==> config.mk <==
export PLATFORM = sky130hd
export DESIGN_NAME = bus_trace_buffer_flat
export DESIGN_NICKNAME = d
export VERILOG_FILES = /design/src/rtl/bus_trace_buffer_if.sv /design/src/rtl/bus_trace_buffer.sv /design/src/flat_wrapper.sv
export SDC_FILE = /design/constraint.sdc
export NUM_CORES = 1
export LEC_CHECK = 0
export BUFFER_PORTS_ARGS = -buffer_cell sky130_fd_sc_hd__buf_4
export CORE_ASPECT_RATIO = 0.8
export CORE_MARGIN = 2
export CORE_UTILIZATION = 60
export CTS_CLUSTER_SIZE = 25
export DETAILED_ROUTE_END_ITERATION = 12
export PLACE_DENSITY_LB_ADDON = 0.05
export SYNTH_ARGS = -nofsm -noshare
export SYNTH_HDL_FRONTEND = slang
export SYNTH_SLANG_ARGS = --single-unit
==> constraint.sdc <==
create_clock -name clk -period 7.6 [get_ports clk]
set_input_delay 2.28 -clock clk [delete_from_list [all_inputs] [get_ports clk]]
set_output_delay 2.28 -clock clk [all_outputs]
set_load 0.1 [all_outputs]
==> src/rtl/bus_trace_buffer_if.sv <==
// Signal bundle between the traced system and the trace buffer.
// The slave modport is the trace buffer's view of the bundle.
interface bus_trace_buffer_if #(
    parameter int WIDTH = 32,
    parameter int DEPTH = 16,
    parameter int LED_N = 8
);
    localparam int CW = $clog2(DEPTH) + 1;

    logic [WIDTH-1:0] bus;
    logic             arm;
    logic [1:0]       mode;
    logic [WIDTH-1:0] trig_value;
    logic [WIDTH-1:0] trig_mask;
    logic             rd_req;
    logic [WIDTH-1:0] rd_data;
    logic             rd_valid;
    logic             rd_last;
    logic [1:0]       state;
    logic [CW-1:0]    count;
    logic [LED_N-1:0] led;

    modport master (
        output bus, arm, mode, trig_value, trig_mask, rd_req,
        input  rd_data, rd_valid, rd_last, state, count, led
    );

    modport slave (
        input  bus, arm, mode, trig_value, trig_mask, rd_req,
        output rd_data, rd_valid, rd_last, state, count, led
    );
endinterface

==> src/rtl/bus_trace_buffer.sv <==
// Circular capture of a traced bus: arm, masked-compare trigger, POST trailing
// samples, then freeze and drain oldest-first through a 1-cycle read port.
module bus_trace_buffer #(
    parameter int WIDTH = 32,
    parameter int DEPTH = 16,
    parameter int POST  = 8,
    parameter int LED_N = 8
) (
    input logic               clk,
    input logic               reset,
    bus_trace_buffer_if.slave bif
);
    localparam int AW = $clog2(DEPTH);
    localparam int CW = AW + 1;
    localparam logic [CW-1:0] FULL     = CW'(DEPTH);
    localparam logic [AW-1:0] POST_V   = AW'(POST);
    localparam logic [AW-1:0] LAST_IDX = AW'(DEPTH - 1);

    typedef enum logic [1:0] {
        S_IDLE  = 2'd0,
        S_ARMED = 2'd1,
        S_POST  = 2'd2,
        S_DONE  = 2'd3
    } state_t;

    state_t           r_state;
    logic [WIDTH-1:0] r_mem [DEPTH];
    logic [AW-1:0]    r_wr_ptr;
    logic [AW-1:0]    r_rd_ptr;
    logic [CW-1:0]    r_count;
    logic [CW-1:0]    r_rd_cnt;
    logic [AW-1:0]    r_post_cnt;
    logic             r_wrapped;
    logic             r_first;
    logic [WIDTH-1:0] r_last_sample;
    logic [WIDTH-1:0] r_rd_data;
    logic             r_rd_valid;
    logic             r_rd_last;

    logic             w_match;
    logic             w_qual;
    logic             w_capture;
    logic             w_wrapped_nxt;
    logic             w_rd_end;
    logic [AW-1:0]    w_wr_ptr_nxt;
    logic [AW-1:0]    w_rd_start;
    logic [LED_N-1:0] w_led;

    always_comb begin
        w_match = ((bif.bus ^ bif.trig_value) & bif.trig_mask) == '0;
        w_qual  = 1'b1;
        case (bif.mode)
            2'b01:   w_qual = r_first || (bif.bus != r_last_sample);
            2'b10:   w_qual = w_match;
            default: w_qual = 1'b1;
        endcase
        w_capture     = !bif.arm && (r_state == S_ARMED || r_state == S_POST) && w_qual;
        w_wr_ptr_nxt  = r_wr_ptr + 1'b1;
        w_wrapped_nxt = r_wrapped || (r_wr_ptr == LAST_IDX);
        // Oldest entry as it will stand after the final write lands this edge.
        w_rd_start    = w_wrapped_nxt ? w_wr_ptr_nxt : '0;
        w_rd_end      = (r_rd_cnt + 1'b1) == r_count;
    end

    always_ff @(posedge clk) begin
        if (!reset && w_capture) begin
            r_mem[r_wr_ptr] <= bif.bus;
        end
    end

    always_ff @(posedge clk) begin
        if (reset) begin
            r_state       <= S_IDLE;
            r_wr_ptr      <= '0;
            r_rd_ptr      <= '0;
            r_count       <= '0;
            r_rd_cnt      <= '0;
            r_post_cnt    <= '0;
            r_wrapped     <= 1'b0;
            r_first       <= 1'b0;
            r_last_sample <= '0;
            r_rd_data     <= '0;
            r_rd_valid    <= 1'b0;
            r_rd_last     <= 1'b0;
        end else begin
            r_rd_valid <= 1'b0;
            r_rd_last  <= 1'b0;
            if (bif.arm) begin
                r_state   <= S_ARMED;
                r_wr_ptr  <= '0;
                r_count   <= '0;
                r_rd_cnt  <= '0;
                r_wrapped <= 1'b0;
                r_first   <= 1'b1;
            end else begin
                if (w_capture) begin
                    r_wr_ptr      <= w_wr_ptr_nxt;
                    r_wrapped     <= w_wrapped_nxt;
                    r_first       <= 1'b0;
                    r_last_sample <= bif.bus;
                    if (r_count != FULL) begin
                        r_count <= r_count + 1'b1;
                    end
                end
                case (r_state)
                    S_ARMED: begin
                        if (w_capture && w_match) begin
                            r_post_cnt <= POST_V;
                            if (POST == 0) begin
                                r_state  <= S_DONE;
                                r_rd_ptr <= w_rd_start;
                                r_rd_cnt <= '0;
                            end else begin
                                r_state <= S_POST;
                            end
                        end
                    end
                    S_POST: begin
                        if (w_capture) begin
                            r_post_cnt <= r_post_cnt - 1'b1;
                            if (r_post_cnt == AW'(1)) begin
                                r_state  <= S_DONE;
                                r_rd_ptr <= w_rd_start;
                                r_rd_cnt <= '0;
                            end
                        end
                    end
                    S_DONE: begin
                        if (bif.rd_req) begin
                            r_rd_data  <= r_mem[r_rd_ptr];
                            r_rd_valid <= 1'b1;
                            r_rd_last  <= w_rd_end;
                            r_rd_ptr   <= r_rd_ptr + 1'b1;
                            r_rd_cnt   <= r_rd_cnt + 1'b1;
                            if (w_rd_end) begin
                                r_state <= S_IDLE;
                            end
                        end
                    end
                    default: ;
                endcase
            end
        end
    end

    assign w_led[3:0] = {r_wrapped, r_state == S_DONE, r_state == S_POST, r_state == S_ARMED};

    generate
        if (LED_N > 4) begin : g_led_cnt
            assign w_led[LED_N-1:4] = (LED_N-4)'(r_count);
        end
    endgenerate

    assign bif.rd_data  = r_rd_data;
    assign bif.rd_valid = r_rd_valid;
    assign bif.rd_last  = r_rd_last;
    assign bif.state    = r_state;
    assign bif.count    = r_count;
    assign bif.led      = w_led;
endmodule
==> src/flat_wrapper.sv <==
// flat-port wrapper written by rule: the top's interface ports become plain ports
module bus_trace_buffer_flat 
#(
    parameter int WIDTH = 32,
    parameter int DEPTH = 16,
    parameter int POST  = 8,
    parameter int LED_N = 8
)
  (clk, reset, bif_bus, bif_arm, bif_mode, bif_trig_value, bif_trig_mask, bif_rd_req, bif_rd_data, bif_rd_valid, bif_rd_last, bif_state, bif_count, bif_led);
  bus_trace_buffer_if #(.WIDTH(WIDTH), .DEPTH(DEPTH), .LED_N(LED_N)) bif_i ();
  input logic clk;
  input logic reset;
  input wire logic [$bits(bif_i.bus)-1:0] bif_bus;
  input wire logic [$bits(bif_i.arm)-1:0] bif_arm;
  input wire logic [$bits(bif_i.mode)-1:0] bif_mode;
  input wire logic [$bits(bif_i.trig_value)-1:0] bif_trig_value;
  input wire logic [$bits(bif_i.trig_mask)-1:0] bif_trig_mask;
  input wire logic [$bits(bif_i.rd_req)-1:0] bif_rd_req;
  output wire logic [$bits(bif_i.rd_data)-1:0] bif_rd_data;
  output wire logic [$bits(bif_i.rd_valid)-1:0] bif_rd_valid;
  output wire logic [$bits(bif_i.rd_last)-1:0] bif_rd_last;
  output wire logic [$bits(bif_i.state)-1:0] bif_state;
  output wire logic [$bits(bif_i.count)-1:0] bif_count;
  output wire logic [$bits(bif_i.led)-1:0] bif_led;
  assign bif_i.bus = bif_bus;
  assign bif_i.arm = bif_arm;
  assign bif_i.mode = bif_mode;
  assign bif_i.trig_value = bif_trig_value;
  assign bif_i.trig_mask = bif_trig_mask;
  assign bif_i.rd_req = bif_rd_req;
  assign bif_rd_data = bif_i.rd_data;
  assign bif_rd_valid = bif_i.rd_valid;
  assign bif_rd_last = bif_i.rd_last;
  assign bif_state = bif_i.state;
  assign bif_count = bif_i.count;
  assign bif_led = bif_i.led;
  bus_trace_buffer #(.WIDTH(WIDTH), .DEPTH(DEPTH), .POST(POST), .LED_N(LED_N)) u_core (.clk(clk), .reset(reset), .bif(bif_i));
endmodule
# Word-level counts from Yosys, hierarchy flattened
# Memories as Yosys holds them, arrays and structs flattened. A register that Yosys moved wholly into a read port is not among the register bits.
# Cells that the tools add are included.
dict set report word_totals {
  ff_bits 60
  latchBits 0
  mem_bits_rw 512
  romBits 0
  in_bits 102
  output_inout_bits 49
  word_cells 94
  memories 1
}
dict set report op_classes {
  addsub 5
  multipliers 0
  n_div 0
  n_lt_le_gt_ge 0
  eq_ne 20
  shift 0
  mux 25
  bitwise 5
  n_reduce_logical 26
}
# memory depth word_bits rd rd_ports_with_merged_regs wr line
set mem_list {}
lappend mem_list {u_core.r_mem 16 32 1 1 1 bus_trace_buffer.sv:27} ;# logic [WIDTH-1:0] r_mem [DEPTH];
# cell n
set op_table {}
lappend op_table {{AND 32 bit} 1}
lappend op_table {{zero test 32 bit} 1}
lappend op_table {{!= test 32 bit} 1}
lappend op_table {{bitwise XOR 32 bit} 1}
lappend op_table {{2-to-1 mux 4 bit} 6}
lappend op_table {{case mux 4 bit (2 select lines)} 2}
lappend op_table {{2-to-1 mux 5 bit} 3}
lappend op_table {{!= test 3 x 2 -> 1 bit, second input constant} 4}
lappend op_table {{AND reduction 6 bit} 2}
lappend op_table {{adder 5 x 1 -> 5 bit, second input constant} 2}
lappend op_table {{2-to-1 mux 2 bit} 5}
lappend op_table {{case mux 5 bit (2 select lines)} 1}
lappend op_table {{adder 4 x 1 -> 4 bit, second input constant} 2}
lappend op_table {{!= test 2 x 1 -> 1 bit, second input constant} 4}
lappend op_table {{AND reduction 4 bit} 2}
lappend op_table {{equality test 2 bit, second input constant} 3}
lappend op_table {{2-to-1 mux 1 bit} 6}
lappend op_table {{case mux 2 bit (3 select lines)} 1}
lappend op_table {{nonzero test 2 bit} 3}
lappend op_table {{equality test 5 bit} 1}
lappend op_table {{!= test 5 bit, second input constant} 1}
lappend op_table {{AND reduction 5 bit} 1}
lappend op_table {{equality test 2 x 1 -> 1 bit, second input constant} 2}
lappend op_table {{equality test 4 x 1 -> 1 bit, second input constant} 1}
lappend op_table {{16 further kinds} 25}

# Longest topological paths before layout
# Gate-level depths: netlist of the first run.
dict set report depth {
  word_depth 9
  mapped_depth 12
  mapped_depth_nobuf 9
}

# Worst setup path before layout of the first run
# Ideal clock, no wire load.
dict set report synth_timing {
  path_type {input-to-reg}
  from {input port bif_bus[11]}
  to {memory u_core.r_mem[4][0], enable pin}
  setup_ns 0.461
  t_arrival_ns 5.995
  t_required_ns 7.139
  path_slack_ns 1.144
  path_stages 10
  path_buffers 2
  path_cell_list {xor2_1 a22oi_1 nand4_1 nor4_4 a32oi_1 buf_6 inv_1 buf_4 nand2_1 nor3_1}
}
dict set report synth_via {
  elab_chain_cells 8
  word_cells_on_any_way 10
  classes_between {eq/ne: 1; mux: 3; bitwise: 2; reduce/logical: 4}
}
# item line
set synth_rtl {}
lappend synth_rtl {{start: declaration} flat_wrapper.sv:13} ;# input wire logic [$bits(bif_i.bus)-1:0] bif_bus;
lappend synth_rtl {{bitwise XOR 32 bit} bus_trace_buffer.sv:50} ;# w_match = ((bif.bus ^ bif.trig_value) & bif.trig_mask) == '0;
lappend synth_rtl {{AND 32 bit} bus_trace_buffer.sv:50}
lappend synth_rtl {{zero test 32 bit} bus_trace_buffer.sv:50}
lappend synth_rtl {{case mux 1 bit (2 select lines) *} bus_trace_buffer.sv:52} ;# case (bif.mode)
lappend synth_rtl {{logical AND 1 bit *} bus_trace_buffer.sv:57} ;# w_capture = !bif.arm && (r_state == S_ARMED || r_state == S_POST) && w_qual;
lappend synth_rtl {{logical AND 1 bit *} bus_trace_buffer.sv:66} ;# if (!reset && w_capture) begin
lappend synth_rtl {{2-to-1 mux 1 bit *} bus_trace_buffer.sv:66}
lappend synth_rtl {{2-to-1 mux 1 bit (implied by the code) *} bus_trace_buffer.sv:67} ;# r_mem[r_wr_ptr] <= bif.bus;
lappend synth_rtl {{end: declaration} bus_trace_buffer.sv:27}
# Every way passes the cells marked *; elsewhere a longest branch is shown, timed or not.

# Worst setup path in the final report of the first run
dict set report layout_timing {
  from {input port bif_bus[27]}
  to {memory u_core.r_mem[15][16], enable pin}
}
# Same word-level chain as after synthesis.

==> results.cfg, run 1 <==
[clocking]
cts.sinks = 604
post_cts.repair.setup_buffers = 0
cts-buffers-inserted = 55
cts_tree = yes
worstSkewPairLatency_ns = 0.60
cts.clk_slew.worst_paths_ns = 0.06
cts_root_buf = clkbuf_16
cts_hold_repair.buffers = 0
htreeDepth = 2
cts.repair.resized = 0
clk_path_buf_depth = 3

[yosys]
synthMuxAreaShare = 0.1523
ys_types = 52
synth_xor_area_frac = 0.02810
synth_top_area_frac = 0.6406
ys_ff_latch = 604
ys.flop_type = edfxtp_1
synth_edf_count = 512
netlist_area_sq_um = 24000
synthArstFlopShare = 0
synthTopCellsByArea = edfxtp_1 64%, mux4_2 15%, dfxtp_1 7.7%
synth.net_count = 1440
synth-compound-area-share = 0.03326
synthAdderAreaFrac = 0.008341
avgSynthCellArea_sq_um = 18.15
synth_top_area_cell = edfxtp_1
yosys.area_share.simple = 0.04348
synth_top_family_by_area = multiplexers
ys_seq_area_frac = 0.7173
synth_cells = 1322
yosys_warnings = 0

[route]
drt-wirelength-per-cell_um = 27.94
num_vias = 12903
drc = 0
routed_wl_mm = 57.51
final_antenna_net_count = 0
via_per_inst = 6.270
drt_iter0_drc = 1547
firstDrtPassIters = 8

[setup_path]
cp.arrival_ns = 5.99
crit-reg2reg-launch = u_core.r_last_sample[20]$_SDFFE_PP0P_
cp-startpoint = bif_bus[27]
reg2reg_slack_ns = 3.62
cp_max_fo = 22
ff2ff_path_depth = 10
worstReg2RegEnd = u_core.r_mem[6][3]$_DFFE_PP_
crit_path_end_kind = flop
worstSetupPathType = in2reg
worstSetupStartpointType = primary input
critPathCapture = u_core.r_mem[15][16]$_DFFE_PP_
cp.required_ns = 7.88

[global_routing]
grtUsageTotal = 0.2864
antenna_found_initial = 1
grt_max_degree = 67
grt_pass1_vias = 12835
overflow = 0
grt_first_pass_wirelength_mm = 84.75

[sta]
rsz0062_at_grt = false
hold_slack_ns = 0.4549
fin_tns_setup_ns = 0
clock.fmax_ghz = 0.1752
period_needed_ns = 5.709
setup_viol = 0
finalHoldViolCount = 0
slew_headroom = 0.1502
finalMaxSlewViolations = 0
skew_ns = 0.02859
fin_crit_sh = 0.7512
worstMarginPinSlew_ns = 1.272

[floorplan]
dieArea_sq_um = 41630
boundaryPins = 151
initial_core_util = 0.6085
die_w_um = 227.6
core.rowCount = 65
die_h_um = 182.9
core_area_sq_um = 39440

[pwr]
vdd_ir_drop_max_v = 0.0002036
p_per_area_nw_per_um2 = 237.1
p_leak_uw = 0.008708

[worst_hold_path]
hold_path_class = reg2reg

[job]
drv_cap = 0

[run_status]
status = finished, final reports clean

[layout]
drive_gt1_frac = 0.2860
area_growth_pct = 14.52
nets = 1597

[placed_design]
gp_congestion = 0.8237
portBuffers = 150
dp_hpwl_mm = 34.19
power breakdown:
part           internal (uW)  switching [uW]
Clock                   1490            1140
Sequential              3600            10.9
Combinational           92.1             175
cell type report:
type / count / area (sq um)
Fill cell: 2600 / 11960
Tap cell: 536 / 670.6
Inverter: 19 / 71.32
Multi-Input combinational cell: 624 / 6507
Clock buffer: 89 / 1597
Sequential cell: 604 / 17230
Antenna cell: 1 / 2.502
Clock inverter: 10 / 96.34
Timing Repair Buffer: 175 / 1314
placed cells by master (no fill, tap or decap), drive strengths merged, types with 19 or more instances in the layout:
cell,instances
dfxtp,92
edfxtp,512
a21oi,76
xor2,39
nand2,142
inv,19
nor2,34
mux4,160
clkbuf,89
xnor2,38
buf,175
synthesized netlist by cell type (7+ instances only):
cell        n
a21oi_1    76
ha_1       16
nand3_1     8
a22oi_1    16
xnor2_1    38
xor2_1     39
nor2_1     34
nor3_1     11
o21ai_0     7
nand4_1    12
buf_4      10
nand2_1   142
inv_1      19
buf_2      12
edfxtp_1  512
dfxtp_1    92
nand2b_1    9
mux4_2    160
clkbuf_1   48
metal layers:
metal	part of all wire	global-route usage	wire length, um
met5	0	0	0
met4	0.033	0.09673	1883
met3	0.072	0.04197	4155
met2	0.47	0.4343	27150
met1	0.42	0.4353	24320
critical path, cell delays in order:
cell and delay [ns]:
buf_4 0.19, xor2_1 0.18, a22oi_1 0.40, nand4_1 0.26, nor4_4 0.51, a32oi_4 0.38, inv_1 0.18, nand3_1 0.33
nor2_4 0.90, buf_4 0.35
stage by stage:
| stage | cells | utilization | setup slack [ns] | area, sq um | total power [uW] |
|---|---|---|---|---|---|
| 3_3_place_gp | 1958 | 0.6538 | 1.400 | 25790 | 3945 |
| 2_1_floorplan | 1322 | - | 1.144 | 24000 | 3807 |
| 4_1_cts | 2057 | 0.6967 | 1.934 | 27480 | 6548 |
| 5_1_grt | 2057 | 0.6967 | 1.763 | 27480 | 6700 |
| 6_report | 2058 | 0.6968 | 1.891 | 27490 | 6516 |
| 3_5_place_dp | 1958 | 0.6538 | 1.336 | 25790 | 3950 |
flip-flops by register name, indices dropped and copies added, names as in the netlist, 2 cells and up:
name	cells
u_core.bif.count	5
u_core.bif.state	2
u_core.r_wr_ptr	4
u_core.bif.rd_data	32
u_core.r_rd_ptr	4
u_core.r_rd_cnt	5
u_core.r_mem	512
u_core.r_post_cnt	4
u_core.r_last_sample	32
kinds of logic (layout without fill, tap and decap cells):
group | after synthesis | in the layout
and+or+nand+nor | 237 | 237
buffers and inverters | 94 | 293
DFF | 604 | 604
muxes | 165 | 165
AOI/OAI and AO/OA | 129 | 129
xor gates and xnor gates | 77 | 77
other | 0 | 1
adders and majority gates | 16 | 16
worst min-delay path by stage:
stage                                              start                                    to  slack, ns  cells past startpoint
finish               u_core.bif.rd_data[10]$_SDFFE_PP0P_   u_core.bif.rd_data[10]$_SDFFE_PP0P_       0.45                      2
global placement      u_core.bif.rd_data[8]$_SDFFE_PP0P_    u_core.bif.rd_data[8]$_SDFFE_PP0P_       0.44                      2
CTS                  u_core.bif.rd_data[28]$_SDFFE_PP0P_   u_core.bif.rd_data[28]$_SDFFE_PP0P_       0.46                      2
floorplan           u_core.r_last_sample[1]$_SDFFE_PP0P_  u_core.r_last_sample[1]$_SDFFE_PP0P_       0.45                      2
global route         u_core.bif.rd_data[23]$_SDFFE_PP0P_   u_core.bif.rd_data[23]$_SDFFE_PP0P_       0.48                      2
detailed placement    u_core.bif.rd_data[8]$_SDFFE_PP0P_    u_core.bif.rd_data[8]$_SDFFE_PP0P_       0.45                      2
Power figures use the tool's default switching activity.
==> run 2, diff against run 1 <==
==> constraint.sdc (replaced) <==
create_clock -name clk -period 5.8 [get_ports clk]
set_input_delay 1.74 -clock clk [delete_from_list [all_inputs] [get_ports clk]]
set_output_delay 1.74 -clock clk [all_outputs]
set_load 0.1 [all_outputs]
==> run 2 against run 1 <==
Critical path depth increased by 1. Global-route usage increased by 1.1 points. Die area unchanged. First-iteration DRC count decreased by 5.2%. Final area increased by 1.2%. Critical endpoint is now u_core.r_mem[12][14]$_DFFE_PP_. Largest power group unchanged. Register-to-register slack got worse by 1.2 ns. Via count increased by 1.4%. Cell count increased by 1.6%. Non-clock buffer count increased by 30. Core utilization increased by 0.87 points.
==> results.cfg, run 2 (synthesis gave the netlist of run 1 again) <==
[global_routing]
antenna_found_initial = 0
grt_pass1_vias = 12732
grt_first_pass_wirelength_mm = 87.24
grt_max_degree = 85
overflow = 0
grtUsageTotal = 0.2973

[pwr]
vdd_ir_drop_max_v = 0.0002760
p_leak_uw = 0.008897
p_per_area_nw_per_um2 = 308.7

[setup_path]
critPathSlowestCell = nor2_4
cpMostUsedCell = buf_4
path_buf_inv = 4
cp.arrival_ns = 5.13
cp.required_ns = 6.04
critPathMaxStageDelay_ns = 0.57
crit_family = simple AND/OR/NAND/NOR gates
crit_path_end_kind = flop
worstSetupPathType = in2reg
worstSetupStartpointType = primary input
cp_max_fo = 19
crit_chain = buf_4 -> xor2_1 -> a22oi_1 -> nand4_1 -> nor4_4 -> a32oi_4 -> inv_1 -> nand3_1 -> buf_4 -> nor2_4 -> buf_4

[clocking]
cts.clk_slew.worst_paths_ns = 0.06
post_cts.repair.setup_buffers = 0
cts-buffers-inserted = 55
cts.sinks = 604
cts.repair.resized = 0
clk_path_buf_depth = 3
cts_tree = yes
worstSkewPairLatency_ns = 0.59
cts_root_buf = clkbuf_16
htreeDepth = 2
cts_hold_repair.buffers = 0

[layout]
num-fill-cells = 2481
drive_gt1_frac = 0.3029
top_register = u_core.r_mem
area_growth_pct = 15.94
nets = 1627
final_common_cell = edfxtp_1
layout_common_cells = 512 x edfxtp_1, 198 x buf_4, 160 x mux4_2, 142 x nand2_1, 88 x dfxtp_1
postLayoutCoreUtil = 0.7055
largest_reg_flops = 512
n_antenna_cell = 0
instances_no_fill = 2091

[job]
drv_cap = 0

[route]
firstDrtPassIters = 6
final_antenna_net_count = 0
num_vias = 13088
drt-wirelength-per-cell_um = 28.63
drc = 0
via_per_inst = 6.259
routed_wl_mm = 59.86
drt_iter0_drc = 1467

[sta]
period_needed_ns = 4.887
clock.fmax_ghz = 0.2046
finalMaxSlewViolations = 0
worstMarginPinSlew_ns = 1.279
finalHoldViolCount = 0
slew_headroom = 0.1450
fin_tns_setup_ns = 0
fin_crit_sh = 0.8426
setup_viol = 0
rsz0062_at_grt = false
skew_ns = 0.01863

[placed_design]
gp_congestion = 0.8283
portBuffers = 150
place_inst = 1988
dp_hpwl_mm = 36.94

[floorplan]
boundaryPins = 151
dieArea_sq_um = 41630
initial_core_util = 0.6085
die_w_um = 227.6
die_h_um = 182.9
core_area_sq_um = 39440
core.rowCount = 65

[run_status]
status = finished, final reports clean

[worst_hold_path]
hold_path_class = reg2reg
## run 2: report_power, final
group,switching [uW],internal (uW)
Clock,1530,1940
Sequential,13.8,4720
Combinational,244,133
Total,1790,6800
## run 2: metal layers
layer,part of all wire,GRT usage,vias to the layer above
li1,-,-,5584
met5,0,0,-
met4,0.028,0.07974,0
met3,0.074,0.04438,88
met2,0.48,0.4663,612
met1,0.41,0.4458,6804
## run 2: final cells by class
cell class / instances / area (sq um) / share of cell area
clock inverters: 16 / 116.4 / 0.004182
repair buffers: 205 / 1627 / 0.05845
inverters: 19 / 71.32 / 0.002563
multi-input cells: 624 / 6507 / 0.2339
flip-flops and latches: 604 / 17230 / 0.6191
well taps: 536 / 670.6 / 0.02410
clock buffers: 87 / 1608 / 0.05778
## run 2: path summary, 6_finish.rpt
path,slack [ns],start,cells after the start,end
max,0.91,bif_bus[0],11,u_core.r_mem[12][14]$_DFFE_PP_
min,0.46,u_core.bif.rd_data[1]$_SDFFE_PP0P_,2,u_core.bif.rd_data[1]$_SDFFE_PP0P_
max reg2reg,2.46,u_core.bif.state[0]$_SDFFE_PP0P_,9,u_core.r_mem[12][14]$_DFFE_PP_
min reg2reg,0.46,u_core.bif.rd_data[1]$_SDFFE_PP0P_,2,u_core.bif.rd_data[1]$_SDFFE_PP0P_
## run 2: metrics by stage
step	setup slack (ns)	total power, uW	instance area (sq um)	hold WS [ns]
after floorplan	-0.1162	4989	24000	0.4481
after global placement	0.4109	5196	26100	0.4431
after detailed placement	0.3136	5202	26100	0.4483
after CTS	0.9306	8625	27830	0.4571
after global routing	0.7961	8821	27830	0.4721
final	0.9127	8589	27830	0.4550
## run 2: tightest hold or removal path, stage by stage (launching register included)
cell,delay (ns)
dfxtp_1,0.31
nand2_1,0.05
a21oi_1,0.05
==> run 3, diff against run 2 <==
--- a/config.mk
+++ b/config.mk
@@ -8,7 +8,7 @@
 export BUFFER_PORTS_ARGS = -buffer_cell sky130_fd_sc_hd__buf_4
 export CORE_ASPECT_RATIO = 0.8
 export CORE_MARGIN = 2
-export CORE_UTILIZATION = 60
+export CORE_UTILIZATION = 54
 export CTS_CLUSTER_SIZE = 25
 export DETAILED_ROUTE_END_ITERATION = 12
 export PLACE_DENSITY_LB_ADDON = 0.05
==> constraint.sdc (replaced) <==
create_clock -name clk -period 3.9 [get_ports clk]
set_input_delay 1.17 -clock clk [delete_from_list [all_inputs] [get_ports clk]]
set_output_delay 1.17 -clock clk [all_outputs]
set_load 0.1 [all_outputs]
==> run 3 against run 2 <==
Final area is 2.9% higher. Wire length is 2.6% higher. Critical path depth stayed put. Sequential power is 49% higher. Via count is 0.18% higher. First-iteration DRC count is 2.9% lower. Clock skew is 0.0081 ns higher. Global-route usage is 2.3 points lower. Power is 53% higher. Non-clock buffer count is 28 higher. Largest power group unchanged.
==> results.cfg, run 3 (synthesis gave the netlist of run 1 again) <==
[route]
drt-wirelength-per-cell_um = 28.08
via_per_inst = 5.998
final_antenna_net_count = 0
drc = 0
firstDrtPassIters = 5
routed_wl_mm = 61.38
num_vias = 13112
drt_iter0_drc = 1424

[floorplan]
dieArea_sq_um = 46160
die_w_um = 239.7
core.rowCount = 69
initial_core_util = 0.5440
boundaryPins = 151
die_h_um = 192.6
core_area_sq_um = 44120

[global_routing]
overflow = 0
grt_pass1_vias = 12899
grtUsageTotal = 0.2740
grt_first_pass_wirelength_mm = 88.55
grt_max_degree = 50
antenna_found_initial = 0

[sta]
finalHoldViolCount = 0
setup_slack_ns = 0.3471
skew_ns = 0.02673
period_needed_ns = 3.553
fin_crit_sh = 0.9110
slew_headroom = 0.3607
clock.fmax_ghz = 0.2815
finalMaxSlewViolations = 0
rsz0062_at_grt = false
setup_viol = 0
worstMarginPinSlew_ns = 0.9590

[clocking]
cts_root_buf = clkbuf_16
cts_hold_repair.buffers = 0
post_cts.repair.setup_buffers = 0
htreeDepth = 2
cts-buffers-inserted = 57
cts_tree = yes
worstSkewPairLatency_ns = 0.61
cts.repair.resized = 0
clk_path_buf_depth = 3
cts.clk_slew.worst_paths_ns = 0.06
cts.sinks = 604

[setup_path]
worstSetupPathType = in2reg
critPathSlowestCell = a22oi_1
crit_path_end_kind = flop
worstSetupStartpointType = primary input
cp.arrival_ns = 3.84
cp_max_fo = 11
cpMostUsedCell = buf_4
critPathMaxStageDelay_ns = 0.43
crit_chain = buf_4 -> xor2_1 -> a22oi_1 -> nand4_1 -> nor4_4 -> a32oi_4 -> inv_1 -> nand3_1 -> buf_4 -> nor2_4 -> buf_12
cp.required_ns = 4.19

[layout]
drive_gt1_frac = 0.3203
largest_reg_flops = 512
nets = 1657
n_antenna_cell = 0
top_register = u_core.r_mem
area_growth_pct = 19.36
final_common_cell = edfxtp_1
fin_area_sq_um = 28650
layout_common_cells = 512 x edfxtp_1, 196 x buf_4, 160 x mux4_2, 142 x nand2_1, 88 x dfxtp_1
postLayoutCoreUtil = 0.6494

[pwr]
p_per_area_nw_per_um2 = 459.4
p_leak_uw = 0.009183
vdd_ir_drop_max_v = 0.0003751

[placed_design]
place_area_sq_um = 26800
gp_congestion = 0.8039
place_ws_ns = -0.1891
dp_hpwl_mm = 39.18
portBuffers = 150

[job]
drv_cap = 0

[worst_hold_path]
hold_path_class = reg2reg

[run_status]
status = finished, final reports clean
==> run 3: final cells by class <==
class / count / area (sq um)
Timing Repair Buffer: 233 / 2212
Tap cell: 603 / 754.5
Inverter: 19 / 71.32
Clock inverter: 40 / 401.6
Sequential cell: 604 / 17230
Fill cell: 3067 / 15470
Multi-Input combinational cell: 624 / 6533
Clock buffer: 63 / 1449
==> run 3: through the flow <==
stage | TNS [ns] | hold slack (ns) | power (uW) | std cells
finish | 0 | 0.4561 | 13160 | 2186
global route | 0 | 0.4783 | 13520 | 2186
CTS | 0 | 0.4566 | 13260 | 2186
detailed placement | -54.74 | 0.4480 | 7747 | 2083
global placement | -72.44 | 0.4433 | 7740 | 2083
floorplan | -47.79 | 0.4481 | 7421 | 1322
==> run 3: worst paths after layout <==
check                                        startpoint                                  end  slack, ns  depth (start not counted)
setup / recovery                            bif_bus[29]       u_core.r_mem[14][23]$_DFFE_PP_       0.35                         11
hold / removal      u_core.bif.rd_data[10]$_SDFFE_PP0P_  u_core.bif.rd_data[10]$_SDFFE_PP0P_       0.46                          2
setup reg to reg  u_core.r_last_sample[19]$_SDFFE_PP0P_      u_core.r_rd_ptr[0]$_SDFFE_PP0P_       1.10                         10
hold reg to reg     u_core.bif.rd_data[10]$_SDFFE_PP0P_  u_core.bif.rd_data[10]$_SDFFE_PP0P_       0.46                          2
==> run 3: per-layer routing <==
| metal | vias to the layer above | wire (um) | track usage |
|---|---|---|---|
| li1 | 5652 | - | - |
| met1 | 6841 | 26500 | 0.4083 |
| met2 | 537 | 27860 | 0.4061 |
| met3 | 82 | 5360 | 0.06465 |
| met4 | 0 | 1665 | 0.08341 |
| met5 | - | 0 | 0 |
==> run 3: report_power, final <==
part / switching [uW] / total [uW] / leakage, uW / internal [uW]
registers: 20.0 / 7040 / 0.00535 / 7020
logic: 366 / 569 / 0.00294 / 203
clock network: 2350 / 5550 / 0.000898 / 3200
==> run 3: worst max-delay path, delay by kind of cell <==
family                 cells  cell delay, ns
XOR/XNOR                   1            0.29
AND/OR/NAND/NOR            4            1.02
AO/OA/AOI/OAI              2            0.60
buffers and inverters      4            0.76
